## config.mk

```make
export PLATFORM = sky130hd
export DESIGN_NAME = mdr_feeder
export DESIGN_NICKNAME = d
export VERILOG_FILES = /design/src/rtl/mdr_feeder.sv
export SDC_FILE = /design/constraint.sdc
export NUM_CORES = 1
export LEC_CHECK = 0
export ABC_AREA = 1
export CAP_MARGIN = 20
export CORE_AREA = 4 4 94 96
export CTS_BUF_LIST = sky130_fd_sc_hd__clkbuf_16
export CTS_CLUSTER_SIZE = 12
export DETAILED_ROUTE_END_ITERATION = 8
export DIE_AREA = 0 0 98 100
export PLACE_DENSITY_LB_ADDON = 0.08
export REMOVE_ABC_BUFFERS = 1
export SYNTH_ARGS = -nofsm -noshare
export SYNTH_HDL_FRONTEND = slang
export SYNTH_SLANG_ARGS = --single-unit
```

## constraint.sdc

```tcl
create_clock -name clk -period 4.05 [get_ports clk]
set_clock_uncertainty 0.1 [all_clocks]
set_input_delay 0.81 -clock clk [delete_from_list [all_inputs] [get_ports clk]]
set_output_delay 0.81 -clock clk [all_outputs]
set_load 0.02 [all_outputs]
```

## src/rtl/mdr_feeder.sv

```systemverilog
// Command sequencer in front of the MDR unit: takes one (op, X, Y) command, drives the
// Start/Load/Op/Data operand protocol and holds the MDR response. Optional watchdog: MDR_FEED_TIMEOUT_EN.
//
// state      | meaning
// -----------+---------------------------------------------------
// S_IDLE     | no transaction; accepts a command when no response is held
// S_WAIT_X   | Start high, waiting for the MDR to request X
// S_PUSH_X   | Data=X with Load high for LOAD_CYCLES clocks
// S_REL_X    | Load low, Data held at X, waiting for Load_X to drop
// S_WAIT_Y   | waiting for the MDR to request Y (multiply/divide only)
// S_PUSH_Y   | Data=Y with Load high for LOAD_CYCLES clocks
// S_REL_Y    | Load low, Data held at Y, waiting for Load_Y to drop
// S_WAIT_RDY | all operands pushed, waiting for Ready
module mdr_feeder #(
    parameter int W              = 16,
    parameter int LOAD_CYCLES    = 2,
    parameter int TIMEOUT_CYCLES = 1023
) (
    input  logic         clk,
    input  logic         rst,
    input  logic         cmd_valid,
    output logic         cmd_ready,
    input  logic [1:0]   cmd_op,
    input  logic [W-1:0] cmd_x,
    input  logic [W-1:0] cmd_y,
    output logic         Start,
    output logic         Load,
    output logic [1:0]   Op,
    output logic [W-1:0] Data,
    input  logic         error,
    input  logic         Load_X,
    input  logic         Load_Y,
    input  logic         Ready,
    input  logic [W-1:0] Result,
    input  logic [W-1:0] Reminder,
    output logic         rsp_valid,
    input  logic         rsp_ack,
    output logic [W-1:0] rsp_result,
    output logic [W-1:0] rsp_reminder,
    output logic         rsp_error,
    output logic         rsp_timeout
);

    if (LOAD_CYCLES < 1 || LOAD_CYCLES > 15 || TIMEOUT_CYCLES < 1) begin : g_param_check
        $error("mdr_feeder: LOAD_CYCLES must be 1..15 and TIMEOUT_CYCLES >= 1");
    end

    typedef enum logic [2:0] {
        S_IDLE, S_WAIT_X, S_PUSH_X, S_REL_X, S_WAIT_Y, S_PUSH_Y, S_REL_Y, S_WAIT_RDY
    } state_t;

    state_t         r_state;
    state_t         w_state_nxt;
    logic [1:0]     r_op;
    logic [W-1:0]   r_x;
    logic [W-1:0]   r_y;
    logic [3:0]     r_cnt;
    logic           r_rsp_valid;
    logic [W-1:0]   r_rsp_result;
    logic [W-1:0]   r_rsp_reminder;
    logic           r_rsp_error;

    logic           w_accept;
    logic           w_cnt_load;
    logic           w_early;
    logic           w_start;
    logic           w_load;
    logic [W-1:0]   w_data;
    logic           w_rsp_set;
    logic [W-1:0]   w_rsp_res;
    logic [W-1:0]   w_rsp_rem;
    logic           w_rsp_err;

`ifdef MDR_FEED_TIMEOUT_EN
    localparam int WDW = (TIMEOUT_CYCLES > 1) ? $clog2(TIMEOUT_CYCLES) : 1;
    logic [WDW-1:0] r_wd;
    logic           w_wd_tc;
    logic           w_rsp_to;
    logic           r_rsp_timeout;
    assign w_wd_tc = (r_state != S_IDLE) && (r_wd == '0);
`endif

    assign cmd_ready = (r_state == S_IDLE) && !r_rsp_valid;
    assign w_accept  = cmd_valid && cmd_ready;

    always_comb begin
        w_state_nxt = r_state;
        w_cnt_load  = 1'b0;
        w_early     = 1'b0;
        w_start     = 1'b0;
        w_load      = 1'b0;
        w_data      = '0;
        w_rsp_set   = 1'b0;
        w_rsp_res   = '0;
        w_rsp_rem   = '0;
        w_rsp_err   = 1'b0;
`ifdef MDR_FEED_TIMEOUT_EN
        w_rsp_to    = 1'b0;
`endif
        case (r_state)
            S_IDLE: begin
                if (w_accept) begin
                    if (cmd_op == 2'd3) begin
                        w_rsp_set = 1'b1;
                        w_rsp_err = 1'b1;
                    end else begin
                        w_state_nxt = S_WAIT_X;
                    end
                end
            end
            S_WAIT_X: begin
                w_start = 1'b1;
                w_early = 1'b1;
                if (Load_X) begin
                    w_state_nxt = S_PUSH_X;
                    w_cnt_load  = 1'b1;
                end
            end
            S_PUSH_X: begin
                w_start = 1'b1;
                w_load  = 1'b1;
                w_data  = r_x;
                w_early = 1'b1;
                if (r_cnt == '0) w_state_nxt = S_REL_X;
            end
            S_REL_X: begin
                w_start = 1'b1;
                w_data  = r_x;
                w_early = (r_op != 2'd2);
                if (!Load_X) w_state_nxt = (r_op == 2'd2) ? S_WAIT_RDY : S_WAIT_Y;
            end
            S_WAIT_Y: begin
                w_start = 1'b1;
                w_early = 1'b1;
                if (Load_Y) begin
                    w_state_nxt = S_PUSH_Y;
                    w_cnt_load  = 1'b1;
                end
            end
            S_PUSH_Y: begin
                w_start = 1'b1;
                w_load  = 1'b1;
                w_data  = r_y;
                w_early = 1'b1;
                if (r_cnt == '0) w_state_nxt = S_REL_Y;
            end
            S_REL_Y: begin
                w_start = 1'b1;
                w_data  = r_y;
                if (!Load_Y) w_state_nxt = S_WAIT_RDY;
            end
            S_WAIT_RDY: begin
                w_start = 1'b1;
            end
            default: w_state_nxt = S_IDLE;
        endcase

        // Ready ends any active transaction; it is only an error if operands are still missing.
        if (r_state != S_IDLE && Ready) begin
            w_state_nxt = S_IDLE;
            w_rsp_set   = 1'b1;
            w_rsp_res   = Result;
            w_rsp_rem   = Reminder;
            w_rsp_err   = error || w_early;
        end
`ifdef MDR_FEED_TIMEOUT_EN
        else if (w_wd_tc) begin
            w_state_nxt = S_IDLE;
            w_rsp_set   = 1'b1;
            w_rsp_err   = 1'b1;
            w_rsp_to    = 1'b1;
        end
`endif
    end

    always_ff @(posedge clk or posedge rst) begin
        if (rst) begin
            r_state <= S_IDLE;
            r_op    <= '0;
            r_x     <= '0;
            r_y     <= '0;
            r_cnt   <= '0;
        end else begin
            r_state <= w_state_nxt;
            if (w_accept) begin
                r_op <= cmd_op;
                r_x  <= cmd_x;
                r_y  <= cmd_y;
            end
            if (w_cnt_load)
                r_cnt <= 4'(LOAD_CYCLES - 1);
            else if (r_cnt != '0)
                r_cnt <= r_cnt - 1'b1;
        end
    end

    always_ff @(posedge clk or posedge rst) begin
        if (rst) begin
            r_rsp_valid    <= 1'b0;
            r_rsp_result   <= '0;
            r_rsp_reminder <= '0;
            r_rsp_error    <= 1'b0;
        end else if (w_rsp_set) begin
            r_rsp_valid    <= 1'b1;
            r_rsp_result   <= w_rsp_res;
            r_rsp_reminder <= w_rsp_rem;
            r_rsp_error    <= w_rsp_err;
        end else if (r_rsp_valid && rsp_ack) begin
            r_rsp_valid    <= 1'b0;
        end
    end

`ifdef MDR_FEED_TIMEOUT_EN
    // Watchdog reloads on every state change, so each state gets the full TIMEOUT_CYCLES budget.
    always_ff @(posedge clk or posedge rst) begin
        if (rst) begin
            r_wd          <= WDW'(TIMEOUT_CYCLES - 1);
            r_rsp_timeout <= 1'b0;
        end else begin
            if (r_state == S_IDLE || w_state_nxt != r_state)
                r_wd <= WDW'(TIMEOUT_CYCLES - 1);
            else if (r_wd != '0)
                r_wd <= r_wd - 1'b1;
            if (w_rsp_set)
                r_rsp_timeout <= w_rsp_to;
        end
    end
    assign rsp_timeout = r_rsp_timeout;
`else
    assign rsp_timeout = 1'b0;
`endif

    assign Start        = w_start;
    assign Load         = w_load;
    assign Op           = r_op;
    assign Data         = w_data;
    assign rsp_valid    = r_rsp_valid;
    assign rsp_result   = r_rsp_result;
    assign rsp_reminder = r_rsp_reminder;
    assign rsp_error    = r_rsp_error;

endmodule

```

# --- Word-level counts from Yosys, hierarchy flattened ---
# Index checks and enable logic that the tools add are counted.
op_classes:
  n_addsub: 1
  n_eq_ne: 18
  muxes: 29
  reduce_logical: 19
ops:
  columns: ["operator", "count"]
  rows:
  - ["$mux W16", 2]
  - ["$pmux W16 S2", 1]
  - ["$mux W3", 9]
  - ["$pmux W3 S7", 1]
  - ["$ne A3 B3 Y1 const B", 6]
  - ["$eq A3 B3 Y1 const B", 4]
  - ["$mux W1", 11]
  - ["$reduce_and A9 Y1", 1]
  - ["$mux W4", 2]
  - ["$reduce_bool A8 Y1", 1]
  - ["$reduce_or A7 Y1", 1]
  - ["$eq A3 B2 Y1 const B", 2]
  - ["$ne A3 B2 Y1 const B", 2]
  - ["$reduce_or A2 Y1", 3]
  - ["$eq A2 B2 Y1 const B", 2]
  - ["$logic_and A1 B1 Y1", 4]
  - ["$logic_not A4 Y1", 1]
  - ["$pmux W1 S2", 2]
  - ["$reduce_bool A2 Y1", 2]
  - ["$reduce_bool A4 Y1", 1]
  - ["$reduce_or A4 Y1", 1]
  - ["$sub A4 B1 Y4 const B", 1]
  - ["$eq A3 B1 Y1 const B", 1]
  - ["$logic_not A3 Y1", 1]
  - ["other kinds (5)", 5]
totals:
  out_inout_bits: 56
  reg_bits: 75

# --- Longest topological paths before layout ---
# Gate-level depths: netlist of run 1.
logic_depth:
  depth_word: 7
  mapped_depth: 10
  mapped_depth_nobuf: 9

# --- Worst setup path after synthesis of run 1 ---
# Ideal clock, no wire load.
synth_path:
  path_kind: "reg2out"
  start: "reg r_state[1]"
  end: "out Data[10]"
  required_time_ns: 3.140
  path_slack_ns: 1.770
  arrival_time_ns: 1.370
  stages_incl_launch_ff: 8
  cell_sequence: "dfrtp_1 -> buf_6 -> inv_2 -> nand3_1 -> nand2_1 -> inv_2 -> buf_4 -> o22ai_1"
synth_between:
  elab_chain_len: 3
  elab_cells_between_ends: 7
synth_lines:
  columns: ["element", "line", "text"]
  rows:
  - ["from (decl)", "52", "state_t r_state;"]
  - ["from (signal assigned)", "184", "r_state <= w_state_nxt;"]
  - ["$eq A3 B3 Y1 / $eq A3 B2 Y1 (equally long branches)", "100", "case (r_state)"]
  - ["$reduce_or A2 Y1 (no line)", null, null]
  - ["$pmux W16 S2 *", "100", null]
  - ["to (decl)", "29", "output logic [W-1:0] Data,"]
# Mark *: on every way between the ends. The rest lies on a longest branch, timed or not.

# --- Worst setup path in the final report of run 1 ---
layout_path:
  start: "reg r_state[1]"
  end: "out Data[13]"
# Same word-level chain as after synthesis.

==> flow_summary.html, run 1 <==
<table>
<tr><th>Metric</th><th>Value</th></tr>
<tr><th colspan="2">Run status</th></tr>
<tr><td>Status</td><td>finished clean</td></tr>
<tr><th colspan="2">Yosys</th></tr>
<tr><td>Mapped cell area</td><td>0.00347 mm^2</td></tr>
<tr><td>Flip-flop and latch count after synthesis</td><td>75</td></tr>
<tr><td>Synthesized area divided by synthesized cell count</td><td>8.85 um^2</td></tr>
<tr><td>Number of warnings reported in the yosys synthesis log</td><td>0</td></tr>
<tr><td>Post-Syn Instances</td><td>392</td></tr>
<tr><td>Part of the Yosys area used for sequential elements</td><td>0.541</td></tr>
<tr><td>Count of cell types in the netlist</td><td>29</td></tr>
<tr><th colspan="2">Global routing</th></tr>
<tr><td>Initial antenna violation count</td><td>0</td></tr>
<tr><td>Gr usage total</td><td>0.171</td></tr>
<tr><td>Wire length of the first global-routing pass</td><td>between 10,000 and 15,000 um</td></tr>
<tr><td>Via count of the first global-routing pass</td><td>2,808</td></tr>
<tr><td>Aggregate global routing overflow</td><td>0</td></tr>
<tr><td>Largest net degree at the start of global routing</td><td>76</td></tr>
<tr><th colspan="2">Timing</th></tr>
<tr><td>RSZ-0062 raised after global routing</td><td>no</td></tr>
<tr><td>Post-layout min period</td><td>3.33 ns</td></tr>
<tr><td>Fin. max-slew vios</td><td>0</td></tr>
<tr><td>Final sum of negative setup slack</td><td>0 ns</td></tr>
<tr><td>Max-slew headroom at the worst pin</td><td>0.562</td></tr>
<tr><td>Final count of negative-setup-slack endpoints</td><td>0</td></tr>
<tr><td>Max Clock Freq</td><td>0.301 GHz</td></tr>
<tr><td>Measured slew at the worst slew-check pin</td><td>0.657 ns</td></tr>
<tr><td>Smallest hold slack</td><td>0.370 ns</td></tr>
<tr><td>Count of endpoints failing hold in the final timing report</td><td>0</td></tr>
<tr><td>Worst-case setup margin in the final layout</td><td>0.725 ns</td></tr>
<tr><td>Crit share post-route</td><td>0.821</td></tr>
<tr><th colspan="2">Setup path</th></tr>
<tr><td>Worst setup path category</td><td>register to output port</td></tr>
<tr><td>Worst setup path start</td><td>r_state[1]$_DFFE_PP0P_</td></tr>
<tr><td>Top delay family on crit path</td><td>buffers and inverters</td></tr>
<tr><td>Critical path buffer and inverter count</td><td>1</td></tr>
<tr><td>Maximum cell stage delay along the critical path</td><td>0.64 ns</td></tr>
<tr><td>Arr. time, crit path</td><td>~2.4 ns</td></tr>
<tr><td>Minimum setup slack among reg-to-reg paths</td><td>2.00 ns</td></tr>
<tr><td>Path depth of the worst reg2reg path</td><td>7</td></tr>
<tr><td>RR Endpoint</td><td>rsp_reminder[0]$_DFFE_PP0P_</td></tr>
<tr><td>Critical path cell sequence</td><td>nand2_1, o22ai_1, clkdlybuf4s50_1</td></tr>
<tr><td>Standard cell with the maximum stage delay on the critical path</td><td>clkdlybuf4s50_1</td></tr>
<tr><td>CP max FO</td><td>16</td></tr>
<tr><td>Reg-to-reg critical path startpoint</td><td>r_state[1]$_DFFE_PP0P_</td></tr>
<tr><td>Total number of cells along the worst setup path</td><td>3</td></tr>
<tr><td>Endpoint class of the critical path</td><td>output port</td></tr>
<tr><td>CP startpoint kind</td><td>register</td></tr>
<tr><td>Capture point of the worst path</td><td>Data[13]</td></tr>
<tr><td>Endpoint required time on the critical path</td><td>3.14 ns</td></tr>
<tr><th colspan="2">Power and ir drop</th></tr>
<tr><td>Power density relative to cell area</td><td>791 mW/mm^2</td></tr>
<tr><td>Static leakage</td><td>2.36 nW</td></tr>
<tr><td>Maximum vdd ir drop</td><td>0.353 mV</td></tr>
<tr><th colspan="2">Place</th></tr>
<tr><td>Placed insts</td><td>608</td></tr>
<tr><td>Count of port buffers added during placement</td><td>128</td></tr>
<tr><td>Total cell area at the placement stage</td><td>0.00474 mm^2</td></tr>
<tr><td>DPL Wire Length</td><td>5660 um</td></tr>
<tr><td>GP Congestion</td><td>roughly 0.78</td></tr>
<tr><td>Setup Slack @ Placement</td><td>1.10 ns</td></tr>
<tr><th colspan="2">Floorplan</th></tr>
<tr><td>Count of pins on the block boundary</td><td>130</td></tr>
<tr><td>Effective utilization at floorplan</td><td>0.431</td></tr>
<tr><td>Full die area</td><td>0.00980 mm^2</td></tr>
<tr><td>Placeable core region</td><td>0.00805 mm^2</td></tr>
<tr><td>Die outline height</td><td>100 um</td></tr>
<tr><td>Site row count</td><td>33</td></tr>
<tr><td>Die X-Extent</td><td>98 um</td></tr>
<tr><th colspan="2">Clock tree</th></tr>
<tr><td>Post-cts repair resize count</td><td>0</td></tr>
<tr><td>Clock tree root driver cell</td><td>clkbuf_16</td></tr>
<tr><td>Clock buffer depth</td><td>2</td></tr>
<tr><td>Clock latency at the later pin of the worst-skew pair</td><td>0.32 ns</td></tr>
<tr><td>TritonCTS clock tree</td><td>yes</td></tr>
<tr><td>Number of clock sinks</td><td>between 70 and 80</td></tr>
<tr><td>Total CTS buffers</td><td>9</td></tr>
<tr><td>Count of hold-fix buffers inserted at cts</td><td>0</td></tr>
<tr><td>Post-CTS Setup Bufs</td><td>0</td></tr>
<tr><td>Clock input transition at the sequential cells of the worst setup and hold paths</td><td>about 0.060 ns</td></tr>
<tr><td>H-tree levels</td><td>3</td></tr>
<tr><th colspan="2">Flow run</th></tr>
<tr><td>Number of maximum-capacitance constraint violations</td><td>0</td></tr>
<tr><th colspan="2">Layout</th></tr>
<tr><td>Area of all placed cells without fillers</td><td>0.00506 mm^2</td></tr>
<tr><td>Antenna Cells</td><td>0</td></tr>
<tr><td>Leading cell type in the layout, fill and taps excluded</td><td>nand2_1</td></tr>
<tr><td>Fraction of final layout cells with drive strength greater than 1</td><td>0.116</td></tr>
<tr><td>Layout overhead on the synthesized area</td><td>45.9%</td></tr>
<tr><td>Nets</td><td>589</td></tr>
<tr><td>Final cell count without fillers</td><td>624</td></tr>
<tr><td>Commonest cells after routing, fill and taps aside</td><td>nand2_1 (138), clkdlybuf4s50_1 (128), dfrtp_1 (75)</td></tr>
<tr><th colspan="2">Drt</th></tr>
<tr><td>Total wire length</td><td>between 8000 and 9000 um</td></tr>
<tr><td>Average via count per standard cell</td><td>4.63</td></tr>
<tr><td>Drt wl/cell</td><td>12.9 um</td></tr>
<tr><td>Number of antenna-violating nets in the routed design</td><td>0</td></tr>
<tr><td>Vias</td><td>2,892</td></tr>
<tr><td>Drt drc</td><td>0</td></tr>
<tr><td>Drt pass-1 iters</td><td>5</td></tr>
<tr><td>Initial drt markers</td><td>slightly above 90</td></tr>
<tr><th colspan="2">Hold path</th></tr>
<tr><td>Worst min-delay path category</td><td>register to register</td></tr>
<tr><td>Worst min-delay path startpoint</td><td>rsp_result[0]$_DFFE_PP0P_</td></tr>
</table>
## cell families after synthesis
group           count (synthesis)  share of synthesized area
xor+xnor                        3                    0.00757
flops                          75                      0.541
simple gates                  186                      0.243
fa+ha+maj                       1                    0.00360
other cells                     1                    0.00108
compound gates                 59                      0.104
buf+inv                        67                     0.0999
## worst min-delay path by stage
stage,end,slack [ns],cells after the start
2_1_floorplan,r_cnt[0]$_DFFE_PP0P_,0.39,2
5_1_grt,rsp_reminder[6]$_DFFE_PP0P_,0.39,2
3_5_place_dp,rsp_result[1]$_DFFE_PP0P_,0.36,2
6_report,rsp_result[0]$_DFFE_PP0P_,0.37,2
4_1_cts,rsp_result[1]$_DFFE_PP0P_,0.37,2
3_3_place_gp,rsp_result[0]$_DFFE_PP0P_,0.35,2
## per-stage QoR
stage                     utilization  total power, mW
after floorplan                     -             2.40
after global placement          0.589             3.16
after detailed placement        0.589             3.20
after CTS                       0.629             4.06
after global routing            0.629             4.30
final                           0.629             4.00
## synthesized netlist by cell type, drive strengths merged
library cell,number,share of area
xor2,1,0.0025
nor3,5,0.0072
o22ai,17,0.031
buf,15,0.043
nor2,7,0.021
ha,1,0.0036
xnor2,2,0.0050
a31oi,1,0.0018
nand3b,1,0.0022
dfrtp,75,0.54
nand3,12,0.017
o211ai,1,0.0022
nand2,160,0.19
clkbuf,3,0.0032
o21ai,36,0.064
conb,1,0.0011
or2,1,0.0018
a21oi,4,0.0058
inv,49,0.054
## state kept, by name, indices dropped and copies added, names as in the netlist
name,flops
Op,2
r_cnt,4
r_state,3
r_x,16
r_y,16
rsp_error,1
rsp_reminder,16
rsp_result,16
rsp_valid,1
## where the power goes
part / internal [mW] / switching [mW] / total, mW
Clock: 0.537 / 0.303 / 0.840
Sequential: 1.11 / 0.192 / 1.30
Combinational: 0.811 / 1.05 / 1.86
Total: 2.46 / 1.54 / 4.00
## tightest hold or removal path: stages (launching register included)
cell and delay (ns):
dfrtp_1 0.34, nand2_1 0.05, nand2_1 0.05
## final cells by class
cell class	instances	area, um^2
inverters	49	186
repair buffers	129	1300
multi-input cells	250	1250
flip-flops and latches	75	1880
fillers	713	2990
clock buffers	9	225
clock inverters	7	93.8
well taps	105	131
## metal layers
| layer | GRT usage | vias up | share of wire |
|---|---|---|---|
| li1 | - | 1462 | - |
| met3 | 0.0855 | 7 | 0.10 |
| met1 | 0.209 | 1328 | 0.44 |
| met2 | 0.269 | 95 | 0.45 |
| met4 | 0.0479 | 0 | 0.0090 |
| met5 | 0 | - | 0 |
Power figures use the tool's default switching activity.
==> inputs of run 2 (changes only) <==
==> constraint.sdc (replaced) <==
create_clock -name clk -period 3.1 [get_ports clk]
set_clock_uncertainty 0.1 [all_clocks]
set_input_delay 0.62 -clock clk [delete_from_list [all_inputs] [get_ports clk]]
set_output_delay 0.62 -clock clk [all_outputs]
set_load 0.02 [all_outputs]
==> run 2 against run 1 <==
Flip-flop and latch count did not move. Setup slack got worse by 0.57 ns. Non-clock buffer count rose by 1. Worst hold slack got worse by 0.0036 ns.
==> flow_summary.html, run 2 (synthesis results as in run 1) <==
<table>
<tr><th>Metric</th><th>Value</th></tr>
<tr><th colspan="2">Run status</th></tr>
<tr><td>Status</td><td>finished clean</td></tr>
<tr><th colspan="2">Setup path</th></tr>
<tr><td>Endpoint class of the critical path</td><td>output port</td></tr>
<tr><td>CP startpoint kind</td><td>register</td></tr>
<tr><td>Maximum cell stage delay along the critical path</td><td>0.65 ns (about the same)</td></tr>
<tr><td>Critical path cell sequence</td><td>nand2_2, o22ai_1, clkdlybuf4s50_1</td></tr>
<tr><td>Top delay family on crit path</td><td>flip-flops</td></tr>
<tr><td>Arr. time, crit path</td><td>2.23 ns (-0.19 ns)</td></tr>
<tr><td>Minimum setup slack among reg-to-reg paths</td><td>1.13 ns (-0.87 ns)</td></tr>
<tr><td>Critical path buffer and inverter count</td><td>1 (unchanged)</td></tr>
<tr><td>Worst setup path category</td><td>register to output port</td></tr>
<tr><td>CP max FO</td><td>16 (unchanged)</td></tr>
<tr><td>Standard cell with the maximum stage delay on the critical path</td><td>dfrtp_1</td></tr>
<tr><td>Endpoint required time on the critical path</td><td>2.38 ns (-0.76 ns)</td></tr>
<tr><th colspan="2">Layout</th></tr>
<tr><td>Commonest cells after routing, fill and taps aside</td><td>nand2_1 (137), clkdlybuf4s50_1 (128), dfrtp_1 (75)</td></tr>
<tr><td>Filler instances</td><td>724 (+1.5%)</td></tr>
<tr><td>Fraction of final layout cells with drive strength greater than 1</td><td>0.121 (+0.00555)</td></tr>
<tr><td>Layout overhead on the synthesized area</td><td>46.1%</td></tr>
<tr><td>Nets</td><td>590 (+0.17%)</td></tr>
<tr><td>Leading cell type in the layout, fill and taps excluded</td><td>nand2_1</td></tr>
<tr><td>Area of all placed cells without fillers</td><td>0.00507 mm^2 (+0.17%)</td></tr>
<tr><td>Register area</td><td>0.00188 mm^2 (unchanged)</td></tr>
<tr><td>Multi-input gate area</td><td>0.00125 mm^2 (+0.20%)</td></tr>
<tr><td>Antenna Cells</td><td>0 (unchanged)</td></tr>
<tr><th colspan="2">Timing</th></tr>
<tr><td>Max-slew headroom at the worst pin</td><td>0.506 (-0.0555)</td></tr>
<tr><td>Fin. max-slew vios</td><td>0 (unchanged)</td></tr>
<tr><td>Count of endpoints failing hold in the final timing report</td><td>0 (unchanged)</td></tr>
<tr><td>Post-layout min period</td><td>between 2 and 3 ns</td></tr>
<tr><td>Crit share post-route</td><td>0.950</td></tr>
<tr><td>Final count of negative-setup-slack endpoints</td><td>0 (unchanged)</td></tr>
<tr><td>RSZ-0062 raised after global routing</td><td>no</td></tr>
<tr><td>Measured slew at the worst slew-check pin</td><td>0.740 ns (+0.0822 ns)</td></tr>
<tr><td>Smallest hold slack</td><td>0.366 ns (-0.00360 ns)</td></tr>
<tr><td>Final sum of negative setup slack</td><td>0 ns (unchanged)</td></tr>
<tr><td>Max Clock Freq</td><td>0.340 GHz</td></tr>
<tr><th colspan="2">Power and ir drop</th></tr>
<tr><td>Maximum vdd ir drop</td><td>0.530 mV (+50%)</td></tr>
<tr><td>Power density relative to cell area</td><td>1040 mW/mm^2 (+31%)</td></tr>
<tr><td>Static leakage</td><td>2.37 nW (+0.32%)</td></tr>
<tr><td>Total Power</td><td>5.25 mW (+31%)</td></tr>
<tr><th colspan="2">Floorplan</th></tr>
<tr><td>Die outline height</td><td>100 um (unchanged)</td></tr>
<tr><td>Die X-Extent</td><td>98 um (unchanged)</td></tr>
<tr><td>Effective utilization at floorplan</td><td>0.431 (unchanged)</td></tr>
<tr><td>Count of pins on the block boundary</td><td>130 (unchanged)</td></tr>
<tr><td>Site row count</td><td>33 (unchanged)</td></tr>
<tr><td>Full die area</td><td>0.00980 mm^2 (unchanged)</td></tr>
<tr><td>Placeable core region</td><td>0.00805 mm^2 (unchanged)</td></tr>
<tr><th colspan="2">Clock tree</th></tr>
<tr><td>Clock buffer depth</td><td>2 (unchanged)</td></tr>
<tr><td>Clock input transition at the sequential cells of the worst setup and hold paths</td><td>0.06 ns (about the same)</td></tr>
<tr><td>H-tree levels</td><td>3 (unchanged)</td></tr>
<tr><td>TritonCTS clock tree</td><td>yes</td></tr>
<tr><td>Total CTS buffers</td><td>9 (unchanged)</td></tr>
<tr><td>Post-cts repair resize count</td><td>1 (+1)</td></tr>
<tr><td>Number of clock sinks</td><td>75 (unchanged)</td></tr>
<tr><td>Post-CTS Setup Bufs</td><td>0 (unchanged)</td></tr>
<tr><td>Clock latency at the later pin of the worst-skew pair</td><td>0.32 ns (about the same)</td></tr>
<tr><td>Clock tree root driver cell</td><td>clkbuf_16</td></tr>
<tr><td>Count of hold-fix buffers inserted at cts</td><td>0 (unchanged)</td></tr>
<tr><th colspan="2">Drt</th></tr>
<tr><td>Drt wl/cell</td><td>13.2 um (+2.7%)</td></tr>
<tr><td>Vias</td><td>2,903 (+0.38%)</td></tr>
<tr><td>Initial drt markers</td><td>132 (+42%)</td></tr>
<tr><td>Average via count per standard cell</td><td>4.64 (+0.22%)</td></tr>
<tr><td>Total wire length</td><td>8270 um (+2.9%)</td></tr>
<tr><td>Drt drc</td><td>0 (unchanged)</td></tr>
<tr><td>Drt pass-1 iters</td><td>4 (-1)</td></tr>
<tr><td>Number of antenna-violating nets in the routed design</td><td>0 (unchanged)</td></tr>
<tr><th colspan="2">Place</th></tr>
<tr><td>Total cell area at the placement stage</td><td>0.00475 mm^2 (+0.16%)</td></tr>
<tr><td>GP Congestion</td><td>0.756 (-2.5%)</td></tr>
<tr><td>Count of port buffers added during placement</td><td>128 (unchanged)</td></tr>
<tr><td>DPL Wire Length</td><td>5940 um (+5.0%)</td></tr>
<tr><th colspan="2">Flow run</th></tr>
<tr><td>Number of maximum-capacitance constraint violations</td><td>0 (unchanged)</td></tr>
<tr><th colspan="2">Global routing</th></tr>
<tr><td>Aggregate global routing overflow</td><td>0 (unchanged)</td></tr>
<tr><td>Wire length of the first global-routing pass</td><td>13,800 um (+3.2%)</td></tr>
<tr><td>Gr usage total</td><td>0.173 (+0.00231)</td></tr>
<tr><td>Largest net degree at the start of global routing</td><td>68 (-11%)</td></tr>
<tr><td>Via count of the first global-routing pass</td><td>2,883 (+2.7%)</td></tr>
<tr><td>Initial antenna violation count</td><td>0 (unchanged)</td></tr>
<tr><th colspan="2">Hold path</th></tr>
<tr><td>Worst min-delay path category</td><td>register to register</td></tr>
</table>
[run 2: cell count changes in the layout (fill, tap and decap cells not counted)]
cell        change
clkinv_2        +2
buf_4           +1
clkinvlp_4      -1
inv_1           -1
nand2_1         -1
nand2_2         +1
[run 2: power breakdown]
part	total (mW)	internal (mW)	switching, mW
combinational	2.45	1.07	1.38
sequential	1.70	1.45	0.252
clock	1.10	0.701	0.399
[run 2: area by class of cell]
type                            instances  area share
Tap cell                              105      0.0259
Clock inverter                          7      0.0183
Inverter                               49      0.0368
Multi-Input combinational cell        250       0.246
Clock buffer                            9      0.0444
Timing Repair Buffer                  130       0.258
Sequential cell                        75       0.370
[run 2: worst register-to-register path, cell delays in order, from the launching register on]
cell and delay, ns:
dfrtp_1 0.56, nor2_8 0.19, nand2_4 0.09, nor2_4 0.12
nand2_4 0.08, inv_4 0.45, o21ai_0 0.23
[run 2: path summary, 6_finish.rpt]
check                                           from                        end  depth (start not counted)
min reg2reg                rsp_result[1]$_DFFE_PP0P_  rsp_result[1]$_DFFE_PP0P_                          2
min in group asynchronous                        rst      rsp_error$_DFFE_PP0P_                          2
max in group asynchronous                        rst        r_y[12]$_DFFE_PP0P_                          3
max                           r_state[1]$_DFFE_PP0P_                   Data[12]                          3
min                        rsp_result[1]$_DFFE_PP0P_  rsp_result[1]$_DFFE_PP0P_                          2
max reg2reg                   r_state[1]$_DFFE_PP0P_         r_x[6]$_DFFE_PP0P_                          6
[run 2: layer usage]
layer	wire, um	vias to the layer above	global-route usage
li1	-	1461	-
met1	3560	1348	0.216
met2	3830	86	0.283
met3	775	8	0.0632
met4	112	0	0.0543
met5	0	-	0
[run 2: through the flow]
step,setup slack [ns],instances,utilization
3_5_place_dp,0.297,609,0.590
2_1_floorplan,0.470,374,-
4_1_cts,0.163,625,0.630
6_report,0.155,625,0.630
3_3_place_gp,0.432,609,0.590
5_1_grt,0.0433,625,0.630
==> inputs of run 3 (changes only) <==
--- a/config.mk
+++ b/config.mk
@@ -6,7 +6,7 @@
 export NUM_CORES = 1
 export LEC_CHECK = 0
 export ABC_AREA = 1
-export CAP_MARGIN = 20
+export CAP_MARGIN = 30
 export CORE_AREA = 4 4 94 96
 export CTS_BUF_LIST = sky130_fd_sc_hd__clkbuf_16
 export CTS_CLUSTER_SIZE = 12
==> results of run 3 <==
Final layout, timing and power as in run 2 (identical DEF).
==> patch: new RTL, flow settings as in run 2 <==
`W`: 16 -> 14.
--- a/src/rtl/mdr_feeder.sv
+++ b/src/rtl/mdr_feeder.sv
@@ -12,7 +12,7 @@
 // S_REL_Y    | Load low, Data held at Y, waiting for Load_Y to drop
 // S_WAIT_RDY | all operands pushed, waiting for Ready
 module mdr_feeder #(
-    parameter int W              = 16,
+    parameter int W              = 14,
     parameter int LOAD_CYCLES    = 2,
     parameter int TIMEOUT_CYCLES = 1023
 ) (
Interface: changed (7 resized); port bits go from 130 to 116. No check against the original RTL was run, so the function may have changed too.
==> patch against run 2 <==
- area after synthesis is 13% lower
- critical path depth rose by 3
- power shrank 8.3%
- wire length is 8.2% lower
- synthesized cell count fell by 7.9%
- utilization decreased by 6.5 points
- worst setup slack worse by 0.11 ns
- sequential share of layout area fell by 0.15 points
- count of clock-buffer cells in the layout unchanged
- final area is 10% lower
- sequential cell count shrank 8
- critical endpoint is now Data[10]
- highest routed layer unchanged
==> patch: results (changes against run 2) <==
[status]
outcome = complete, no violations

[placed_design]
place_inst = 566  ; -7.1%
place_ws_ns = 0.4353  ; +0.1381 ns
gp_congestion = 0.8963  ; +19%
port_buffers = 114  ; -11%
place_area_sq_um = 4230  ; -11%
dp_hpwl_um = 5492  ; -7.5%

[final_layout]
final_nets = 539  ; -8.6%
n_antenna_cell = 0  ; unchanged
layout-drive-gt1-share_pct = 6.289  ; -5.8 points
fill_cells = 740  ; +2.2%

[setup_path]
cp.arrival_ns = 2.33  ; +0.10 ns
slowest_delay_ns = 0.63  ; -0.02 ns
critPathSlowestCell = clkdlybuf4s50_1
critPathMaxFanout = 14  ; -2
crit_family = buffers and inverters

[sta]
slew_viol_final = 0  ; unchanged
tightest_slew_ns = 0.7667  ; +0.02708 ns

[drt]
wl_per_cell_um = 13.05  ; -1.4%
dr.pass1.iters = 4  ; unchanged
routed_wl_um = 7597  ; -8.2%
vias = 2631  ; -9.4%
first_iter_violations = 54  ; -59%

[clock_tree]
h-tree-depth = 3  ; unchanged
post_cts_resized = 0  ; -1
clockBufferDepth = 2  ; unchanged
clk_latency_ns = 0.33
root_buffer = clkbuf_16
cts_setup_buffers = 0  ; unchanged
cts_buffers = 9  ; unchanged
clk_pin_slew_ns = 0.06  ; about the same

[grt]
antenna_found_initial = 0  ; unchanged
grt_start_max_net_pins = 38  ; -44%
grtUsageTotal_pct = 15.84  ; -1.5 points
grt_pass1_wl_um = 12530  ; -9.0%

[logic_synthesis]
yosys-top-cells-count = 142 x nand2_1, 67 x dfrtp_1, 43 x inv_1
async_flop_share_pct = 100.0  ; unchanged
synthFlopType = dfrtp_1
yosysUniqueCellTypes = 30  ; +3.4%
synth-seq-area-share_pct = 55.42  ; +1.3 points
yosys_warnings = 0  ; unchanged
synth.area.top_cells = dfrtp_1 55%, nand2_1 18%, inv_1 5.3%
syn_inst = 361  ; -7.9%

[power_and_ir_drop]
p_leak_nw = 2.145  ; -9.5%
ir_drop_mv = 0.4318  ; -19%

[worst_hold_path]
hold_path_class = flip-flop to flip-flop

-- patch: report_power, final --
group          switching (mW)  internal [mW]
logic                    1.29          0.945
clock network           0.369          0.700
registers               0.217           1.29
-- patch: final cells by class --
| class | instances | area, sq um | share of cell area, % |
|---|---|---|---|
| Clock buffer | 9 | 225.2 | 4.952 |
| Clock inverter | 7 | 92.59 | 2.036 |
| Inverter | 46 | 172.7 | 3.796 |
| Multi-Input combinational cell | 230 | 1054 | 23.16 |
| Sequential cell | 67 | 1677 | 36.86 |
| Tap cell | 105 | 131.4 | 2.889 |
| Timing Repair Buffer | 118 | 1196 | 26.30 |
-- patch: kinds of logic after synthesis --
group                      Yosys count  synth area share (%)
AOI/OAI and AO/OA                   52                 9.471
other                                1                0.1240
and+or+nand+nor                    174                 24.24
xor gates and xnor gates             2                0.5791
adders and majority gates            1                0.4135
DFF                                 67                 55.42
buffers and inverters               64                 9.760
-- patch: worst min-delay path, stage by stage (launching register included) --
cell     delay (ns)
dfrtp_1        0.34
nand2_1        0.05
nand2_1        0.05
-- patch: layer usage --
layer / share of wire (%) / up-vias / GRT usage, %
met4: 0.86 / 0 / 6.177
met3: 11 / 8 / 6.949
met2: 44 / 96 / 23.19
li1: - / 1343 / -
met5: 0 / - / 0
met1: 44 / 1184 / 20.72
-- patch: worst paths after layout --
kind / endpoint / from / depth (start not counted) / slack [ns]
worst max-delay path: Data[10] / r_state[2] / 6 / 0.05
worst min-delay path: rsp_result[4] / rsp_result[4] / 2 / 0.37
min in group asynchronous: r_x[2] / rst / 2 / 0.66
worst min register to register: rsp_result[4] / rsp_result[4] / 2 / 0.37
max in group asynchronous: rsp_result[5] / rst / 3 / 1.60
worst max register to register: r_y[1] / r_state[1] / 7 / 1.24
